==> config.mk <==
export PLATFORM = sky130hd
export DESIGN_NAME = bit_serializer
export DESIGN_NICKNAME = d
export VERILOG_FILES = /design/src/rtl/bit_serializer.sv
export SDC_FILE = /design/constraint.sdc
export NUM_CORES = 1
export LEC_CHECK = 0
export ABC_AREA = 1
export ABC_CLOCK_PERIOD_IN_PS = 1700
export CELL_PAD_IN_SITES_DETAIL_PLACEMENT = 0
export CELL_PAD_IN_SITES_GLOBAL_PLACEMENT = 2
export CORE_MARGIN = 2
export CORE_UTILIZATION = 29
export CTS_BUF_LIST = sky130_fd_sc_hd__clkbuf_8
export DETAILED_ROUTE_END_ITERATION = 12
export HOLD_SLACK_MARGIN = 0.12
export PLACE_DENSITY = 0.85
export SETUP_SLACK_MARGIN = 0.1
export SYNTH_ARGS = -nofsm -noshare
export SYNTH_HDL_FRONTEND = slang
export SYNTH_SLANG_ARGS = --single-unit
==> constraint.sdc <==
create_clock -name clk -period 1.7 [get_ports clk]
set_clock_uncertainty 0.1 [all_clocks]
set_input_delay 0.34 -clock clk [delete_from_list [all_inputs] [get_ports clk]]
set_output_delay 0.34 -clock clk [all_outputs]
set_load 0.1 [all_outputs]
==> src/rtl/bit_serializer.sv <==
// Parallel-to-serial transmitter: accepts a word on valid/ready and shifts it out one bit per BIT_CYCLES clocks.
// Optional even-parity trailer bit is compiled in with `define BIT_SERIALIZER_PARITY_EN.
module bit_serializer #(
    parameter int   DATA_W     = 8,
    parameter int   BIT_CYCLES = 1,
    parameter logic IDLE_LEVEL = 1'b0,
    parameter bit   MSB_FIRST  = 1'b1
) (
    input  logic              clk,
    input  logic              reset,
    input  logic [DATA_W-1:0] data_in,
    input  logic              valid_in,
    output logic              ready_out,
    output logic              data_out,
    output logic              busy,
    output logic              done
);

    localparam int CW = $clog2(BIT_CYCLES + 1);
    localparam int BW = $clog2(DATA_W + 1);
    localparam logic [CW-1:0] CYC_LAST = CW'(BIT_CYCLES - 1);
    localparam logic [BW-1:0] BIT_LAST = BW'(DATA_W - 1);

`ifdef BIT_SERIALIZER_PARITY_EN
    typedef enum logic [1:0] {IDLE = 2'd0, SHIFT = 2'd1, PARITY = 2'd2, DONE = 2'd3} state_t;
    logic par;
`else
    typedef enum logic [1:0] {IDLE = 2'd0, SHIFT = 2'd1, DONE = 2'd3} state_t;
`endif

    state_t            state;
    logic [DATA_W-1:0] shreg;
    logic [CW-1:0]     cyc_cnt;
    logic [BW-1:0]     bit_cnt;

    // Outputs are registered alongside the state so each one reflects the state being entered.
    always_ff @(posedge clk) begin
        if (!reset) begin
            state     <= IDLE;
            shreg     <= '0;
            cyc_cnt   <= '0;
            bit_cnt   <= '0;
            ready_out <= 1'b1;
            busy      <= 1'b0;
            done      <= 1'b0;
            data_out  <= IDLE_LEVEL;
`ifdef BIT_SERIALIZER_PARITY_EN
            par       <= 1'b0;
`endif
        end else begin
            case (state)
                IDLE: begin
                    done <= 1'b0;
                    if (valid_in) begin
                        state     <= SHIFT;
                        shreg     <= data_in;
                        cyc_cnt   <= '0;
                        bit_cnt   <= '0;
                        ready_out <= 1'b0;
                        busy      <= 1'b1;
                        data_out  <= MSB_FIRST ? data_in[DATA_W-1] : data_in[0];
`ifdef BIT_SERIALIZER_PARITY_EN
                        par       <= ^data_in;
`endif
                    end else begin
                        ready_out <= 1'b1;
                        busy      <= 1'b0;
                        data_out  <= IDLE_LEVEL;
                    end
                end
                SHIFT: begin
                    if (cyc_cnt == CYC_LAST) begin
                        cyc_cnt <= '0;
                        if (bit_cnt == BIT_LAST) begin
`ifdef BIT_SERIALIZER_PARITY_EN
                            state    <= PARITY;
                            data_out <= par;
`else
                            state    <= DONE;
                            busy     <= 1'b0;
                            done     <= 1'b1;
                            data_out <= IDLE_LEVEL;
`endif
                        end else begin
                            bit_cnt <= bit_cnt + 1'b1;
                            // The next bit is already known, so present it on the same edge as the shift.
                            if (MSB_FIRST) begin
                                shreg    <= {shreg[DATA_W-2:0], 1'b0};
                                data_out <= shreg[DATA_W-2];
                            end else begin
                                shreg    <= {1'b0, shreg[DATA_W-1:1]};
                                data_out <= shreg[1];
                            end
                        end
                    end else begin
                        cyc_cnt <= cyc_cnt + 1'b1;
                    end
                end
`ifdef BIT_SERIALIZER_PARITY_EN
                PARITY: begin
                    if (cyc_cnt == CYC_LAST) begin
                        cyc_cnt  <= '0;
                        state    <= DONE;
                        busy     <= 1'b0;
                        done     <= 1'b1;
                        data_out <= IDLE_LEVEL;
                    end else begin
                        cyc_cnt <= cyc_cnt + 1'b1;
                    end
                end
`endif
                DONE: begin
                    state     <= IDLE;
                    bit_cnt   <= '0;
                    ready_out <= 1'b1;
                    busy      <= 1'b0;
                    done      <= 1'b0;
                    data_out  <= IDLE_LEVEL;
                end
                default: begin
                    state     <= IDLE;
                    cyc_cnt   <= '0;
                    bit_cnt   <= '0;
                    ready_out <= 1'b1;
                    busy      <= 1'b0;
                    done      <= 1'b0;
                    data_out  <= IDLE_LEVEL;
                end
            endcase
        end
    end

endmodule

==> flow_summary.yaml, run 1 <==
critical_path:
  rr_worst_depth: 6
  critPathArrivalTime_ns: 1.36
  critical_path.endpoint_type: "register"
  critPathKind: "reg2reg"
  cp_max_fo: 8
  start_kind: "register"
  required_ns: 1.74
  r2r_slack_ns: 0.39
  reg2reg_to: "shreg[4]$_SDFFE_PN0P_"
  r2r-start: "bit_cnt[0]$_SDFFE_PN0P_"
synthesis:
  synthAdderAreaFrac: 0.01580
  synth-simple-area-share: 0.4076
  syn_nets: 125
  synth_compound_area_frac: 0.08215
  ys_seq_area_frac: 0.4297
  yosys_warnings: 0
  syn-cell-area_sq_um: 792.0
  synth_cell_type_count: 17
  syn_inst: 113
  ys_ff_latch: 17
  synth_top_family_by_area: "simple AND/OR/NAND/NOR gates"
  synthXorXnorAreaFrac: 0
  synth_area_per_cell_sq_um: 7.009
  muxShareOfSynthArea: 0
worst_hold_path:
  hold_path_depth: 2
  min_path_type: "reg2reg"
  min_to: "data_out$_SDFF_PN0_"
  hp-start: "shreg[6]$_SDFFE_PN0P_"
sta:
  rsz0062_at_grt: "false"
  setup_viol: 0
  min_period_over_period: 0.7732
  tns_ns: 0
  max_slew_margin: 0.8171
  fmax_mhz: 760.7
  fin_crit_ns: 1.314
  final_hold_viol_count: 0
  maxSlewViolCount: 0
  max_slew.worst_pin.slew_ns: 0.2740
clock_network:
  cts_resized: 0
  h-tree-depth: 1
  cts_hold_repair.buffers: 0
  post_cts_buffers: 0
  root_buffer: "clkbuf_8"
  cts_tree: "built"
  cts_made_buffers: 3
  clockBufferDepth: 2
  insertion_delay_ns: 0.25
  clock-sinks: 17
  cts.clk_slew.worst_paths_ns: 0.07
routing:
  detail-route-antenna-nets: 0
  first_pass_iters: 4
  drt_iter0_drc: 12
  drc: 0
  wl_um: 1802
  vias_per_cell: 4.472
  via_count: 720
  avgRoutedWirePerCell_um: 11.19
finish:
  drive_above_1_share: 0.1756
  utilization: 0.4191
  nNetsFinal: 144
  multiInputGateArea_sq_um: 400.4
  seq_area_sq_um: 340.3
  syn_to_final_growth_pct: 33.49
  fillers: 268
  antenna_cells: 0
power_and_ir_drop:
  p_leak_nw: 0.4929
  p_per_area_nw_per_um2: 864.5
  ir_drop_uv: 468.8
placement:
  gp_congestion: 0.7020
  dp_hpwl_um: 1375
  port_buffers: 14
die:
  row_count: 18
  die_w_um: 56.26
  dieArea_sq_um: 3165
  initial_core_util: 0.3140
  core_sq_um: 2522
  ioPinCount: 15
  die_h_um: 56.26
grt:
  overflow: 0
  grt_pass1_vias: 712
  gr-usage-all-layers: 0.1321
  antenna_found_initial: 0
  grt_max_degree: 11
  grt_pass1_wl_um: 3243
job:
  max_cap_violations: 0
status:
  outcome: "complete, no violations"
-- sequential cells by signal (all words and copies together), names as in the netlist --
| name | cells |
|---|---|
| bit_cnt | 4 |
| busy | 1 |
| data_out | 1 |
| done | 1 |
| ready_out | 1 |
| shreg | 7 |
| state | 2 |
-- cells in the final DEF, fill, tap and decap left out, types with 3 or more instances in the layout --
cell type,netlist,final
clkbuf_8,0,3
buf_12,0,4
nand2_1,34,34
nor2_1,22,22
dfxtp_1,17,17
o21ai_0,8,8
nor2_2,3,3
a21oi_1,4,4
clkdlybuf4s50_1,0,10
inv_1,7,8
nand2_4,3,3
nand3_1,3,3
-- stage by stage --
step | power, mW | std cells | setup slack (ns) | instance area [sq um] | hold WS (ns)
global placement | 0.6258 | 157 | 0.1413 | 1012 | 0.3665
floorplan | 0.5568 | 113 | 0.3146 | 792.0 | 0.3345
finish | 0.9141 | 161 | 0.3855 | 1057 | 0.3706
detailed placement | 0.6262 | 157 | 0.1471 | 1012 | 0.3637
CTS | 0.9304 | 161 | 0.3846 | 1057 | 0.3772
global route | 0.9733 | 161 | 0.2417 | 1057 | 0.4063
-- area by class of cell --
cell class | count | area share
multi-input combinational | 84 | 0.3787
sequential | 17 | 0.3219
timing repair buffer | 15 | 0.1775
inverter | 11 | 0.04379
clock buffer | 3 | 0.03905
tap | 30 | 0.03550
clock inverter | 1 | 0.003550
-- worst max-delay path, stage by stage, from the launching register on --
cell     delay [ns]
dfxtp_1        0.36
ha_1           0.19
nand3_1        0.13
nand2_4        0.10
nand2_4        0.08
o21ai_0        0.18
nor2_1         0.06
-- logic make-up after synthesis --
| kind of cell | after synthesis |
|---|---|
| buf+inv | 12 |
| flops | 17 |
| fa+ha+maj | 1 |
| compound gates | 13 |
| simple gates | 70 |
-- synth_stat cells --
| cell type | n | share of area |
|---|---|---|
| inv_2 | 2 | 0.0095 |
| nand2_4 | 3 | 0.043 |
| o21ai_0 | 8 | 0.051 |
| a21oi_1 | 4 | 0.025 |
| nor2_8 | 1 | 0.025 |
| nor2_1 | 22 | 0.10 |
| nand2_2 | 2 | 0.016 |
| ha_1 | 1 | 0.016 |
| nor2_2 | 3 | 0.024 |
| inv_1 | 7 | 0.033 |
| or2_2 | 2 | 0.016 |
| nand3_1 | 3 | 0.019 |
| nand2_1 | 34 | 0.16 |
| dfxtp_1 | 17 | 0.43 |
| clkbuf_2 | 1 | 0.0063 |
| o21ai_1 | 1 | 0.0063 |
| inv_4 | 2 | 0.016 |
-- where the power goes --
part / total [mW] / leakage (nW) / switching [mW] / internal, mW
Clock: 0.299 / 0.0269 / 0.139 / 0.160
Sequential: 0.438 / 0.140 / 0.0150 / 0.423
Combinational: 0.177 / 0.326 / 0.106 / 0.0707
-- routing by layer --
layer  up-vias  share of wire  GRT usage  wire length [um]
met1       316           0.46     0.1491               822
met2        18           0.50     0.2336               897
li1        384              -          -                 -
met4         0         0.0055    0.04082                10
met3         2          0.040    0.04378                72
met5         -              0          0                 0
-- worst max-delay path by stage --
stage	from	endpoint	slack (ns)
after detailed placement	reset	data_out$_SDFF_PN0_	0.15
final	bit_cnt[0]$_SDFFE_PN0P_	shreg[4]$_SDFFE_PN0P_	0.39
after global placement	reset	data_out$_SDFF_PN0_	0.14
after CTS	bit_cnt[0]$_SDFFE_PN0P_	bit_cnt[3]$_SDFFE_PN0P_	0.38
after global routing	bit_cnt[0]$_SDFFE_PN0P_	shreg[3]$_SDFFE_PN0P_	0.24
after floorplan	busy$_SDFFE_PN0P_	busy$_SDFFE_PN0P_	0.31
Note: power is estimated with default switching activity, not from simulation.
==> run 2, diff against run 1 <==
ABC_CLOCK_PERIOD_IN_PS = 1250   (was 1700)
clock period = 1.25 ns   (was 1.7 ns; I/O delays follow)
==> flow_summary.yaml, run 2 (synthesis results as in run 1) <==
finish:
  reg.largest.list: "shreg x7, bit_cnt x4, state x2"
  top_register: "shreg"
  final_area_sq_um: 1239
  multiInputGateArea_sq_um: 473.0
  layout_commonest_cell: "nand2_1"
  utilization: 0.4911
  post_layout_nonfiller_instances: 170
  largest_reg_flops: 7
  seq_area_sq_um: 355.3
  fillers: 264
  layout_common_cells: "nand2_1 (33), nor2_1 (19), dfxtp_1 (9), clkdlybuf4s50_1 (9), buf_4 (8)"
  drive_above_1_share: 0.3643
  syn_to_final_growth_pct: 56.40
  antenna_cells: 0
  nNetsFinal: 153
sta:
  rsz0062_at_grt: "true"
  timing.hold.ws_ns: 0.2047
  fin_ws_ns: 0.05944
  setup_viol: 0
  max_slew_margin: 0.8465
  final_hold_viol_count: 0
  min_period_over_period: 0.9524
  fin_crit_ns: 1.191
  fmax_mhz: 839.9
  max_slew.worst_pin.slew_ns: 0.2299
  tns_ns: 0
  maxSlewViolCount: 0
placement:
  port_buffers: 14
  dp_slack_ns: -0.1731
  postPlaceCellArea_sq_um: 1075
  gp_congestion: 0.7447
  dp.cells: 161
  dp_hpwl_um: 1369
clock_network:
  clockBufferDepth: 2
  cts_made_buffers: 3
  clock-sinks: 17
  cts_tree: "built"
  cts_hold_repair.buffers: 0
  cts.clk_slew.worst_paths_ns: 0.07
  root_buffer: "clkbuf_8"
  insertion_delay_ns: 0.25
  h-tree-depth: 1
critical_path:
  path_depth: 7
  cp_num_buf_inv: 0
  start_kind: "register"
  critPathArrivalTime_ns: 1.27
  cp_max_fo: 4
  required_ns: 1.33
  critical_path.endpoint_type: "register"
  rr_worst_depth: 7
  slowest_delay_ns: 0.37
  path_delay_family: "simple AND/OR/NAND/NOR gates"
  critPathKind: "reg2reg"
  slowest_stage: "dfxtp_4"
  cpMostUsedCell: "nand2_4"
  r2r_slack_ns: 0.06
  crit_chain: "ha_4, nand2_4, nor2_4, nand2_4, nand2_4, nand2_1, a21oi_2"
die:
  die_h_um: 56.26
  ioPinCount: 15
  core_sq_um: 2522
  row_count: 18
  dieArea_sq_um: 3165
  die_w_um: 56.26
  initial_core_util: 0.3140
worst_hold_path:
  hold_path_depth: 3
  min_path_type: "in2reg"
power_and_ir_drop:
  internal_power_uw: 917.6
  p_leak_nw: 0.5714
  power.switching_uw: 375.3
  power_mw: 1.293
  power_frac_comb: 0.220
  pwr-share-clk: 0.317
  netSwitchingFraction: 0.2903
  seq_power_share: 0.464
  ir_drop_uv: 865.9
  p_per_area_nw_per_um2: 1044
status:
  outcome: "complete, no violations"
routing:
  m1WireLength_um: 844
  wl_um: 1777
  route.met3.wl_um: 83
  via_count: 747
  highest_layer: "met3"
  first_pass_iters: 4
  dr_wl_met2_um: 848
  drc: 0
  detail-route-antenna-nets: 0
  vias_per_cell: 4.394
  drt_iter0_drc: 15
  avgRoutedWirePerCell_um: 10.45
grt:
  overflow: 0
  gr-usage-all-layers: 0.1158
  grt_pass1_wl_um: 2863
  grt_pass1_vias: 651
  antenna_found_initial: 0
  grt_max_degree: 11
job:
  max_cap_violations: 0
-- run 2: cell count changes in the layout (fill, tap and decap cells not counted), sizes merged --
cell / delta
buf: +9
dlymetal6s2s: +1
clkdlybuf4s50: -1
-- run 2: power groups by stage --
| stage | combinational (mW) | clock, mW | sequential, mW |
|---|---|---|---|
| after floorplan | 0.116 | 0 | 0.648 |
| after global placement | 0.252 | 0 | 0.610 |
| after detailed placement | 0.254 | 0 | 0.611 |
| after CTS | 0.275 | 0.427 | 0.602 |
| after global routing | 0.307 | 0.452 | 0.602 |
| final | 0.284 | 0.410 | 0.599 |
-- run 2: layout make-up --
cell class | count | share of cell area
Sequential cell | 17 | 0.2869
Multi-Input combinational cell | 84 | 0.3818
Timing Repair Buffer | 24 | 0.2212
Clock buffer | 3 | 0.03333
Inverter | 11 | 0.04343
Clock inverter | 1 | 0.003030
Tap cell | 30 | 0.03030
-- run 2: worst paths after layout --
kind / from / end
min reg2reg: shreg[6]$_SDFFE_PN0P_ / data_out$_SDFF_PN0_
min: reset / state[1]$_SDFFE_PN0P_
max reg2reg: bit_cnt[0]$_SDFFE_PN0P_ / bit_cnt[1]$_SDFFE_PN0P_
max: bit_cnt[0]$_SDFFE_PN0P_ / bit_cnt[1]$_SDFFE_PN0P_
-- run 2: worst min-delay path: stages --
cell,delay (ns)
dlymetal6s2s_1,0.11
inv_2,0.08
nor2_2,0.08
-- run 2: timing repair --
action	CTS	global route
hold endpoints to repair	0	0
setup endpoints to repair	14	19
pin swaps	4	4
resized for setup	16	10
buffers inserted	3	2
cloned	0	0
-- run 2: routing by layer --
| layer | vias up | GRT usage |
|---|---|---|
| met2 | 16 | 0.1899 |
| met1 | 329 | 0.1477 |
| li1 | 402 | - |
| met4 | 0 | 0.02041 |
| met3 | 0 | 0.04147 |
| met5 | - | 0 |
==> RTL change, RTL diff (flow settings as in run 1) <==
The parameter `DATA_W` goes from 8 to 32.
--- a/src/rtl/bit_serializer.sv
+++ b/src/rtl/bit_serializer.sv
@@ -1,7 +1,7 @@
 // Parallel-to-serial transmitter: accepts a word on valid/ready and shifts it out one bit per BIT_CYCLES clocks.
 // Optional even-parity trailer bit is compiled in with `define BIT_SERIALIZER_PARITY_EN.
 module bit_serializer #(
-    parameter int   DATA_W     = 8,
+    parameter int   DATA_W     = 32,
     parameter int   BIT_CYCLES = 1,
     parameter logic IDLE_LEVEL = 1'b0,
     parameter bit   MSB_FIRST  = 1'b1
Interface: changed (resized data_in); port bits go from 15 to 39. The function was not compared with the original's and may differ.
==> RTL change against run 1 <==
  * Wire length rose to 3.1 times the old value
  * Area after synthesis rose to 2.8 times the old value
  * Sequential cell count up 26
  * Total power rose to 2.5 times the old value
  * Final area rose to 2.8 times the old value
  * Maximum frequency down 13%
  * Via count rose to 2.9 times the old value
  * Worst hold slack worse by 2.8 ps
  * Non-clock buffer count up 38
  * Sequential share of layout area down 3.2 points
  * Setup slack worse by 200 ps
  * Highest routed layer unchanged
==> RTL change: results (changes against run 1) <==
status finished, final reports clean (unchanged); drt pass-1 iters 4 (unchanged); M2 GR Usage 22.2% (was 23.4%); total inserted antenna cells 0 (unchanged); final setup margin 181 ps (was 386 ps); Placed Cells 477 (was 157); GR Overflow Total 0 (unchanged); Largest stage delay, worst path approximately 370 ps; Reg2Reg Depth 9 (was 6); Area contributors post-synth dfxtp_1, nand2_1, nor2_1 (unchanged); clk slew on worst S/H paths 80 ps; IO Port Bufs 38 (was 14); met3 usage 3.73% (was 4.38%); first-pass GRT wire length 9.19 mm (was 3.24 mm); # nets final 424 (was 144); Leak 0.00138 uW (was 0.000493 uW); mean area per synthesized cell 6.40 um2 (was 7.01 um2); Comb power frac 24.3% (was 19.4%); Placed Area 2790 um2 (was 1010 um2); crit-path leading delay family simple AND/OR/NAND/NOR gates (unchanged); global routing usage on met1 16.6% (was 14.9%); RR Endpoint shreg[29] (was shreg[4]); Initial DRC Count 92 (was 12); Seq/Total Area, Yosys 38.7% (was 43.0%); P_sw 684 uW (was 260 uW); top flop regs shreg: 31 flops, bit_cnt: 6 flops, state: 2 flops (was shreg: 7 flops, bit_cnt: 4 flops, state: 2 flops); GPL Wtd Cong 0.727 (was 0.702); mean number of vias per cell 4.32 (was 4.47); syn nets 383 (was 125); slew at the pin closest to its max-slew limit 282 ps (was 274 ps); layout cells sized above 1 10.3% (was 17.6%); predominant post-synthesis flop cell dfxtp_1 (unchanged); dpl hpwl 3.46 mm (was 1.37 mm); most frequent cells after synthesis nand2_1, nor2_1, dfxtp_1 (unchanged); worst reg2reg setup slack 180 ps (was 390 ps); worst path arrival time 1620 ps (was 1360 ps); peak supply drop 0.352 mV (was 0.469 mV); CP Class flip-flop to flip-flop (unchanged); clock root buffer clkbuf_8 (unchanged); largest net degree at the start of global routing 33 (was 11); Distinct cells, synth 22 (was 17); Post-Route WL 5.52 mm (was 1.80 mm); slowest cell on the critical path dfxtp_4 (was dfxtp_1); Clk Latency, worst-skew pair 300 ps (was 250 ps); Crit Path Max Fanout 8 (unchanged); initial antenna violation count 0 (unchanged); Num CTS Buffers 5 (was 3); gr usage total 13.3% (was 13.2%); Hold WC Path Type flip-flop to flip-flop (unchanged); H-tree Lvls 2 (was 1); Clock Power Share 27.8% (was 32.7%); via count 2106 (was 720); Ys Warns 0 (unchanged); pre-CTS WS -8.99 ps (was 147 ps)
==> RTL change: cell count changes after synthesis, sizes merged, moves of 5 or more <==
cell	run 1	this run
buf	0	13
clkbuf	1	6
dfxtp	17	43
inv	11	44
nand2	39	88
nand3	3	39
nor2	26	73
o21ai	9	33
==> RTL change: final cells by class <==
| cell class | instances | area [um2] |
|---|---|---|
| Fill cell | 793 | 4340 |
| Multi-Input combinational cell | 241 | 1100 |
| Sequential cell | 43 | 866 |
| Timing Repair Buffer | 53 | 647 |
| Inverter | 44 | 168 |
| Tap cell | 99 | 124 |
| Clock buffer | 5 | 68.8 |
| Clock inverter | 3 | 16.3 |
==> RTL change: repair_timing <==
item,in CTS,in global routing
buffers inserted,0,0
gates resized for setup,0,12
endpoints found under the setup margin,0,36
==> RTL change: how the worst min path moves through the flow <==
stage                        start       end  slack [ps]  depth (start not counted)
after floorplan           shreg[0]  shreg[0]         340                          2
final                     shreg[0]  shreg[0]         370                          2
after detailed placement  shreg[0]  shreg[0]         360                          2
after global routing          done      done         420                          2
after CTS                 shreg[0]  shreg[0]         370                          2
after global placement    shreg[0]  shreg[0]         360                          2
==> RTL change: routing by layer <==
metal / vias to the layer above / part of all wire [%]
met1: 918 / 50
met4: 0 / 1.2
li1: 1153 / -
met5: - / 0
met2: 29 / 44
met3: 6 / 4.3
==> RTL change: kinds of logic (layout without fill, tap and decap cells) <==
family	Yosys count	count (layout)	synth area share [%]
simple gates	202	202	38.3
buf+inv	63	105	13.8
flops	43	43	38.7
compound gates	38	38	8.56
fa+ha+maj	1	1	0.563
==> RTL change: per-stage QoR <==
step                util, %  power, uW
global placement       38.1       1660
detailed placement     38.1       1660
finish                 40.8       2310
global route           40.8       2460
floorplan                 -       1470
CTS                    39.3       2320
